File: src/rtl/writeback_stage.sv
// writeback_stage: MEM/WB pipeline register and write-back datapath.
// Extracts and extends sub-word loads (big-endian byte order), chooses load
// data or the ALU result, suppresses writes to $0 and misaligned loads, and
// keeps a sticky misaligned-load flag.
// Optional feature macro: WB_RETIRE_CNT_EN adds the Retire_Count output.
module writeback_stage #(
   parameter int DATA_W = 32,
   parameter int REG_AW = 5
) (
   input  logic              Clock,
   input  logic              Reset_n,
   input  logic              Stall,
   input  logic              Flush,
   input  logic              M_Valid,
   input  logic              M_RegWrite,
   input  logic              M_MemToReg,
   input  logic [REG_AW-1:0] M_rDest,
   input  logic [DATA_W-1:0] M_ALUResult,
   input  logic [DATA_W-1:0] M_MemReadData,
   input  logic [1:0]        M_R_Width,
   input  logic              M_LoadSigned,
   output logic              RegWrite,
   output logic [REG_AW-1:0] rDestSelected,
   output logic [DATA_W-1:0] regWriteData,
   output logic              WB_Valid,
   output logic              Misalign_Err
`ifdef WB_RETIRE_CNT_EN
   ,
   output logic [31:0]       Retire_Count
`endif
);

   localparam logic [1:0] WIDTH_HALF = 2'b01;
   localparam logic [1:0] WIDTH_BYTE = 2'b10;

   logic              valid_q, valid_d;
   logic              reg_write_q, reg_write_d;
   logic [REG_AW-1:0] rdest_q, rdest_d;
   logic [DATA_W-1:0] data_q, data_d;
   logic              misalign_q, misalign_d;

   logic [1:0]        off;
   logic [7:0]        byte_sel;
   logic [15:0]       half_sel;
   logic [DATA_W-1:0] load_data;
   logic              misaligned;

   // Load lane selection, extension and misalignment detection.
   always_comb begin
      off = M_ALUResult[1:0];
      case (off)
         2'd0:    byte_sel = M_MemReadData[31:24];
         2'd1:    byte_sel = M_MemReadData[23:16];
         2'd2:    byte_sel = M_MemReadData[15:8];
         default: byte_sel = M_MemReadData[7:0];
      endcase
      half_sel = off[1] ? M_MemReadData[15:0] : M_MemReadData[31:16];
      case (M_R_Width)
         WIDTH_BYTE: begin
            load_data  = {{24{M_LoadSigned & byte_sel[7]}}, byte_sel};
            misaligned = 1'b0;
         end
         WIDTH_HALF: begin
            load_data  = {{16{M_LoadSigned & half_sel[15]}}, half_sel};
            misaligned = off[0];
         end
         // word and the reserved encoding both take the raw word
         default: begin
            load_data  = M_MemReadData;
            misaligned = (off != 2'd0);
         end
      endcase
      misaligned = misaligned & M_Valid & M_MemToReg;
   end

   // Next-state: stall holds everything, flush inserts a bubble, else capture.
   always_comb begin
      valid_d     = valid_q;
      reg_write_d = reg_write_q;
      rdest_d     = rdest_q;
      data_d      = data_q;
      misalign_d  = misalign_q;
      if (!Stall) begin
         if (Flush) begin
            valid_d     = 1'b0;
            reg_write_d = 1'b0;
         end else begin
            valid_d     = M_Valid;
            reg_write_d = M_Valid & M_RegWrite & (M_rDest != '0) & ~misaligned;
            rdest_d     = M_rDest;
            data_d      = M_MemToReg ? load_data : M_ALUResult;
            misalign_d  = misalign_q | misaligned;
         end
      end
   end

   // WB pipeline register.
   always_ff @(posedge Clock or negedge Reset_n) begin
      if (!Reset_n) begin
         valid_q     <= 1'b0;
         reg_write_q <= 1'b0;
         rdest_q     <= '0;
         data_q      <= '0;
         misalign_q  <= 1'b0;
      end else begin
         valid_q     <= valid_d;
         reg_write_q <= reg_write_d;
         rdest_q     <= rdest_d;
         data_q      <= data_d;
         misalign_q  <= misalign_d;
      end
   end

`ifdef WB_RETIRE_CNT_EN
   logic [31:0] retire_q, retire_d;

   // Retired-instruction count; wraps silently.
   always_comb begin
      retire_d = retire_q;
      if (!Stall && !Flush && M_Valid) retire_d = retire_q + 32'd1;
   end

   // Retire counter register.
   always_ff @(posedge Clock or negedge Reset_n) begin
      if (!Reset_n) retire_q <= '0;
      else          retire_q <= retire_d;
   end

   assign Retire_Count = retire_q;
`endif

   assign WB_Valid      = valid_q;
   assign RegWrite      = reg_write_q;
   assign rDestSelected = rdest_q;
   assign regWriteData  = data_q;
   assign Misalign_Err  = misalign_q;

endmodule
File: config.mk
export PLATFORM = sky130hd
export DESIGN_NAME = writeback_stage
export DESIGN_NICKNAME = d
export VERILOG_FILES = /design/src/rtl/writeback_stage.sv
export SDC_FILE = /design/constraint.sdc
export NUM_CORES = 1
export LEC_CHECK = 0
export CORE_ASPECT_RATIO = 0.9
export CORE_UTILIZATION = 34
export DETAILED_ROUTE_END_ITERATION = 6
export DONT_BUFFER_PORTS = 1
export GPL_TIMING_DRIVEN = 0
export PLACE_DENSITY = 0.51
export SLEW_MARGIN = 15
export SYNTH_ARGS = -nofsm -noshare
export SYNTH_HDL_FRONTEND = slang
export SYNTH_SLANG_ARGS = --single-unit
File: constraint.sdc
create_clock -name Clock -period 2.5 [get_ports Clock]
set_input_delay 0.625 -clock Clock [delete_from_list [all_inputs] [get_ports Clock]]
set_output_delay 0.625 -clock Clock [all_outputs]
set_load 0.02 [all_outputs]
==> impl_metrics.py, run 1 <==
metrics = {
    "status": {
        "outcome": "completed",
    },
    "detailed_routing": {
        "drt_iter0_drc": 92,
        "drt_wl_total_mm": 8.48,
        "avgViaCountPerCell": 5.62,
        "drtPass1Iterations": 4,
        "num_vias": 2272,
        "wl_per_cell_um": 21.0,
        "ant_nets": 0,
        "drc": 0,
    },
    "critical_path": {
        "reg2reg_from": "regWriteData[4]",
        "worstPathRequired_ns": 2.69,
        "slowest_stage": "nor3b_2",
        "r2r_slack_ns": 1.43,
        "path_cells": "clkbuf_1 > nor3b_2 > o21ai_0 > o31ai_4 > buf_6 > a21oi_2",
        "cp_max_fo": 10,
        "endpoint_kind": "flip-flop",
        "startpoint_type": "input port",
        "startpoint": "Stall",
        "worstPathArrival_ns": 2.27,
        "path_class": "in -> reg",
        "reg2reg_to": "regWriteData[4]",
        "cp-endpoint": "regWriteData[31]",
        "slowest_delay_ns": 0.61,
        "r2r_cells": 3,
    },
    "clock_network": {
        "clockBufferDepth": 2,
        "htreeDepth": 2,
        "post-cts-setup-buffers": 0,
        "cts_buffers": 5,
        "holdBufCountCts": 3,
        "cts_tree": "yes",
        "cts-resized-gates": 0,
        "root_buffer": "clkbuf_8",
        "clk_latency_ns": 0.30,
        "cts.sinks": 40,
        "clk_pin_slew_ns": 0.08,
    },
    "yosys": {
        "synth_nets": 379,
        "ys_warn_count": 0,
        "async_reset_ff_frac": 1.00,
        "synthCells": 298,
        "postSynthAreaPerCell_um2": 8.40,
        "synth_area_leaders": "dfrtp_1, o21ai_0, nand2_1",
        "synth_cell_types": 43,
        "synth_top_area_share": 0.400,
        "ys.flop_type": "dfrtp_1",
        "synth_area_um2": 2500,
        "ys_ff_latch": 40,
        "seq_area_frac_synth": 0.400,
        "synth_edf_count": 0,
        "synth_top_area_cell": "dfrtp_1",
    },
    "layout": {
        "final_common_cell": "nand2_1",
        "fillers": 760,
        "utilization": 0.394,
        "final_cells": 404,
        "drive_gt1_frac": 0.0997,
        "final_net_count": 391,
        "final_cell_mix": "nand2_1, o21ai_0, dfrtp_1",
        "flow.area_growth_from_synthesis_pct": 11.3,
        "num_antenna_cells": 0,
    },
    "placed_design": {
        "post-dp-hpwl_mm": 6.22,
        "dp_slack_ns": 0.0719,
        "dp.cells": 391,
        "gp_congestion": 0.804,
        "portBuffers": 0,
    },
    "timing": {
        "drv_slew": 0,
        "finalCriticalPeriod_ns": 2.08,
        "max_freq_mhz": 481,
        "fin_setup_tns_ns": 0,
        "whs_ns": 0.141,
        "setup_viol": 0,
        "fin_skew_ns": 0,
        "fin_ws_ns": 0.422,
        "rsz0062_at_grt": "false",
        "report.final.hold_viol_count": 0,
        "slew_headroom": 0.550,
        "worstMarginPinSlew_ns": 0.672,
        "final.period_utilization": 0.831,
    },
    "die": {
        "start_util": 0.354,
        "ios": 119,
        "coreArea_um2": 7080,
        "die_h_um": 83.4,
        "die_x_um": 92.4,
        "num_rows": 29,
        "fp.dieArea_um2": 7710,
    },
    "power": {
        "vdd_drop_max_mv": 0.253,
        "p_leak_nw": 1.09,
        "power.density_nw_per_um2": 668,
    },
    "global_route": {
        "grt.overflow.total": 0,
        "grt_antenna_before_repair": 0,
        "grt.total_usage": 0.223,
        "grt_pass1_wl_mm": 13.0,
        "grt_pass1_vias": 2393,
        "grt_max_degree": 37,
    },
    "job": {
        "maxCapViolations": 0,
    },
    "min_path": {
        "min_path_type": "in -> async",
    },
}
cell type report:
class                           count  area, µm²  area share
Inverter                           11       41.3      0.0148
Buffer                             24        106      0.0382
Sequential cell                    40       1000       0.359
Multi-Input combinational cell    223       1350       0.486
Tap cell                           93        116      0.0418
Timing Repair Buffer                5       60.1      0.0216
Clock inverter                      2       35.0      0.0126
Clock buffer                        6       72.6      0.0260
worst min path at each step:
stage	start	depth (start not counted)	slack [ns]	endpoint
CTS	Reset_n	0	0.0004	regWriteData[20]
floorplan	Reset_n	0	0.33	Misalign_Err
finish	Reset_n	1	0.14	regWriteData[20]
global route	Reset_n	1	0.14	regWriteData[20]
detailed placement	Reset_n	0	0.33	regWriteData[24]
global placement	Reset_n	0	0.33	regWriteData[24]
worst max-delay path: cells and delay by family:
| family | cells | cell delay (ns) |
|---|---|---|
| simple gates | 1 | 0.61 |
| compound gates | 3 | 0.58 |
| buf+inv | 2 | 0.44 |
synth_stat cells (3+ instances only):
library cell and number:
a21o_1 3, o21ai_0 42, or4_1 5, nor2_1 8, o2bb2ai_1 4, mux2_2 3, nand2_1 44, dfrtp_1 40
o22ai_1 4, inv_1 11, a22oi_1 6, o21ai_1 7, clkbuf_1 21, a21oi_1 24, nand2b_1 5, o21bai_1 7
a21oi_2 10, and3_1 3, a221oi_1 7, or3_1 17
metal layers:
layer  global-route usage  part of all wire
met1                0.301              0.44
met2                0.345              0.46
met3               0.0705             0.089
met4               0.0554            0.0085
met5                    0                 0
logic make-up (layout without fill, tap and decap cells):
logic type	count (synthesis)	after routing	synth area share
AND/OR/NAND/NOR	89	89	0.176
buffers and inverters	35	48	0.0590
multiplexers	5	5	0.0230
AO/OA/AOI/OAI	127	127	0.333
adder cells (fa/ha/maj)	2	2	0.0100
flip-flops	40	40	0.400
state kept, by name, indices dropped and copies added, names as in the netlist:
signal	flops
regWriteData	32
rDestSelected	5
WB_Valid	1
RegWrite	1
Misalign_Err	1
where the power goes:
| part | total, mW | leakage (nW) | switching (mW) | internal, mW |
|---|---|---|---|---|
| combinational | 0.355 | 0.562 | 0.216 | 0.139 |
| sequential | 0.960 | 0.469 | 0.208 | 0.751 |
| clock | 0.545 | 0.0552 | 0.248 | 0.297 |
| total | 1.86 | 1.09 | 0.672 | 1.19 |
metrics by stage:
| step | power (mW) | instance area (µm²) |
|---|---|---|
| 6_report | 1.86 | 2790 |
| 5_1_grt | 1.96 | 2790 |
| 4_1_cts | 1.86 | 2760 |
| 3_5_place_dp | 1.30 | 2620 |
| 3_3_place_gp | 1.30 | 2620 |
| 2_1_floorplan | 1.21 | 2500 |
(Power assumes the default switching activity.)
==> inputs of run 2 (changes only) <==
==> constraint.sdc (replaced) <==
create_clock -name Clock -period 2.1 [get_ports Clock]
set_input_delay 0.525 -clock Clock [delete_from_list [all_inputs] [get_ports Clock]]
set_output_delay 0.525 -clock Clock [all_outputs]
set_load 0.02 [all_outputs]
==> impl_metrics.py, run 2 (synthesis gave the netlist of run 1 again) <==
metrics = {
    "status": {
        "outcome": "completed",
    },
    "min_path": {
        "min_path_type": "in -> async",
    },
    "clock_network": {
        "clockBufferDepth": 2,
        "root_buffer": "clkbuf_8",
        "cts_buffers": 5,
        "post-cts-setup-buffers": 0,
        "clk_pin_slew_ns": 0.09,
        "clk_latency_ns": 0.30,
        "cts.sinks": 40,
        "cts_tree": "yes",
        "htreeDepth": 2,
    },
    "power": {
        "power.switching_mw": 0.804,
        "p_int_mw": 1.41,
        "power.density_nw_per_um2": 804,
        "sw_frac_of_total": 0.363,
        "combPwrFrac": 0.188,
        "pwr-share-seq": 0.516,
        "total_power_mw": 2.21,
        "p_leak_nw": 1.07,
        "vdd_drop_max_mv": 0.300,
        "p_clk_frac": 0.295,
    },
    "die": {
        "die_x_um": 92.4,
        "ios": 119,
        "fp.dieArea_um2": 7710,
        "start_util": 0.354,
        "num_rows": 29,
        "coreArea_um2": 7080,
        "die_h_um": 83.4,
    },
    "placed_design": {
        "post-dp-hpwl_mm": 6.22,
        "gp_congestion": 0.804,
        "place_area_um2": 2620,
        "dp_slack_ns": -0.228,
        "portBuffers": 0,
    },
    "layout": {
        "ff_latch_area_um2": 1000,
        "final_area_um2": 2750,
        "multi_input_area_um2": 1360,
        "final_net_count": 387,
        "final_cell_mix": "nand2_1, o21ai_0, dfrtp_1",
        "flow.area_growth_from_synthesis_pct": 10.0,
        "num_antenna_cells": 0,
        "final_common_cell": "nand2_1",
        "fillers": 763,
        "largest_register_ffs": 32,
        "drive_gt1_frac": 0.101,
    },
    "critical_path": {
        "worstPathRequired_ns": 2.29,
        "startpoint_type": "input port",
        "worstPathArrival_ns": 2.14,
        "cp_max_fo": 10,
        "endpoint_kind": "flip-flop",
        "path_class": "in -> reg",
    },
    "detailed_routing": {
        "num_vias": 2258,
        "drc": 0,
        "drt_wl_total_mm": 8.33,
        "drtPass1Iterations": 4,
        "avgViaCountPerCell": 5.65,
        "drt_iter0_drc": 112,
        "ant_nets": 0,
        "wl_per_cell_um": 20.8,
    },
    "global_route": {
        "grt.total_usage": 0.221,
        "grt.overflow.total": 0,
        "grt_antenna_before_repair": 0,
        "grt_max_degree": 41,
        "grt_pass1_wl_mm": 12.9,
        "grt_pass1_vias": 2368,
    },
    "timing": {
        "final.period_utilization": 0.929,
        "worstMarginPinSlew_ns": 0.659,
        "max_freq_mhz": 512,
        "fin_skew_ns": 0,
        "rsz0062_at_grt": "false",
        "drv_slew": 0,
        "finalCriticalPeriod_ns": 1.95,
        "report.final.hold_viol_count": 0,
        "fin_ws_ns": 0.148,
        "slew_headroom": 0.561,
        "setup_viol": 0,
    },
    "job": {
        "maxCapViolations": 0,
    },
}
## run 2: cell types whose count changed in the layout (fill, tap and decap cells not counted), sizes merged
cell / change
dlygate4sd3: -4
## run 2: critical path: stages
cell,delay (ns)
clkbuf_1,0.21
nor2_1,0.28
nand2_1,0.25
o31ai_4,0.56
buf_6,0.25
a21oi_2,0.06
## run 2: through the flow
stage	utilization	std cells	setup TNS, ns	hold slack [ns]
floorplan	-	298	0	0.229
global placement	0.370	391	-2.05	0.231
detailed placement	0.370	391	-3.05	0.231
CTS	0.388	400	0	0.0652
global route	0.389	400	0	0.0675
finish	0.389	400	0	0.0470
## run 2: repair_timing
item	CTS	global route
setup endpoints to repair	0	2
endpoints found under the hold margin	40	0
resized for setup	0	1
hold buffers	1	0
## run 2: power groups by stage
stage | Sequential (mW) | Clock (mW) | Combinational, mW
2_1_floorplan | 1.13 | 0 | 0.313
3_3_place_gp | 1.16 | 0 | 0.389
3_5_place_dp | 1.16 | 0 | 0.394
4_1_cts | 1.14 | 0.663 | 0.418
5_1_grt | 1.16 | 0.697 | 0.475
6_report | 1.14 | 0.654 | 0.417
## run 2: cell type report
type,count,area share
Multi-Input combinational cell,223,0.494
Sequential cell,40,0.364
Tap cell,93,0.0423
Buffer,24,0.0386
Clock buffer,6,0.0264
Inverter,11,0.0150
Clock inverter,2,0.0127
Timing Repair Buffer,1,0.00727
## run 2: path summary, 6_finish.rpt
check / slack [ns] / to / start / depth (start not counted)
worst min-delay path: 0.05 / regWriteData[26] / Reset_n / 1
worst min register to register: 0.61 / Misalign_Err / Misalign_Err / 1
max in group asynchronous: 1.82 / regWriteData[23] / Reset_n / 1
worst max register to register: 1.04 / regWriteData[5] / regWriteData[5] / 3
min in group Clock: 0.33 / rDestSelected[0] / M_rDest[0] / 2
worst max-delay path: 0.15 / regWriteData[31] / Stall / 6
## run 2: layer usage
| metal | global-route usage | vias up | share of wire |
|---|---|---|---|
| met5 | 0 | - | 0 |
| met2 | 0.335 | 78 | 0.46 |
| met4 | 0.0554 | 0 | 0.0060 |
| met3 | 0.0705 | 4 | 0.084 |
| met1 | 0.304 | 1083 | 0.45 |
| li1 | - | 1093 | - |
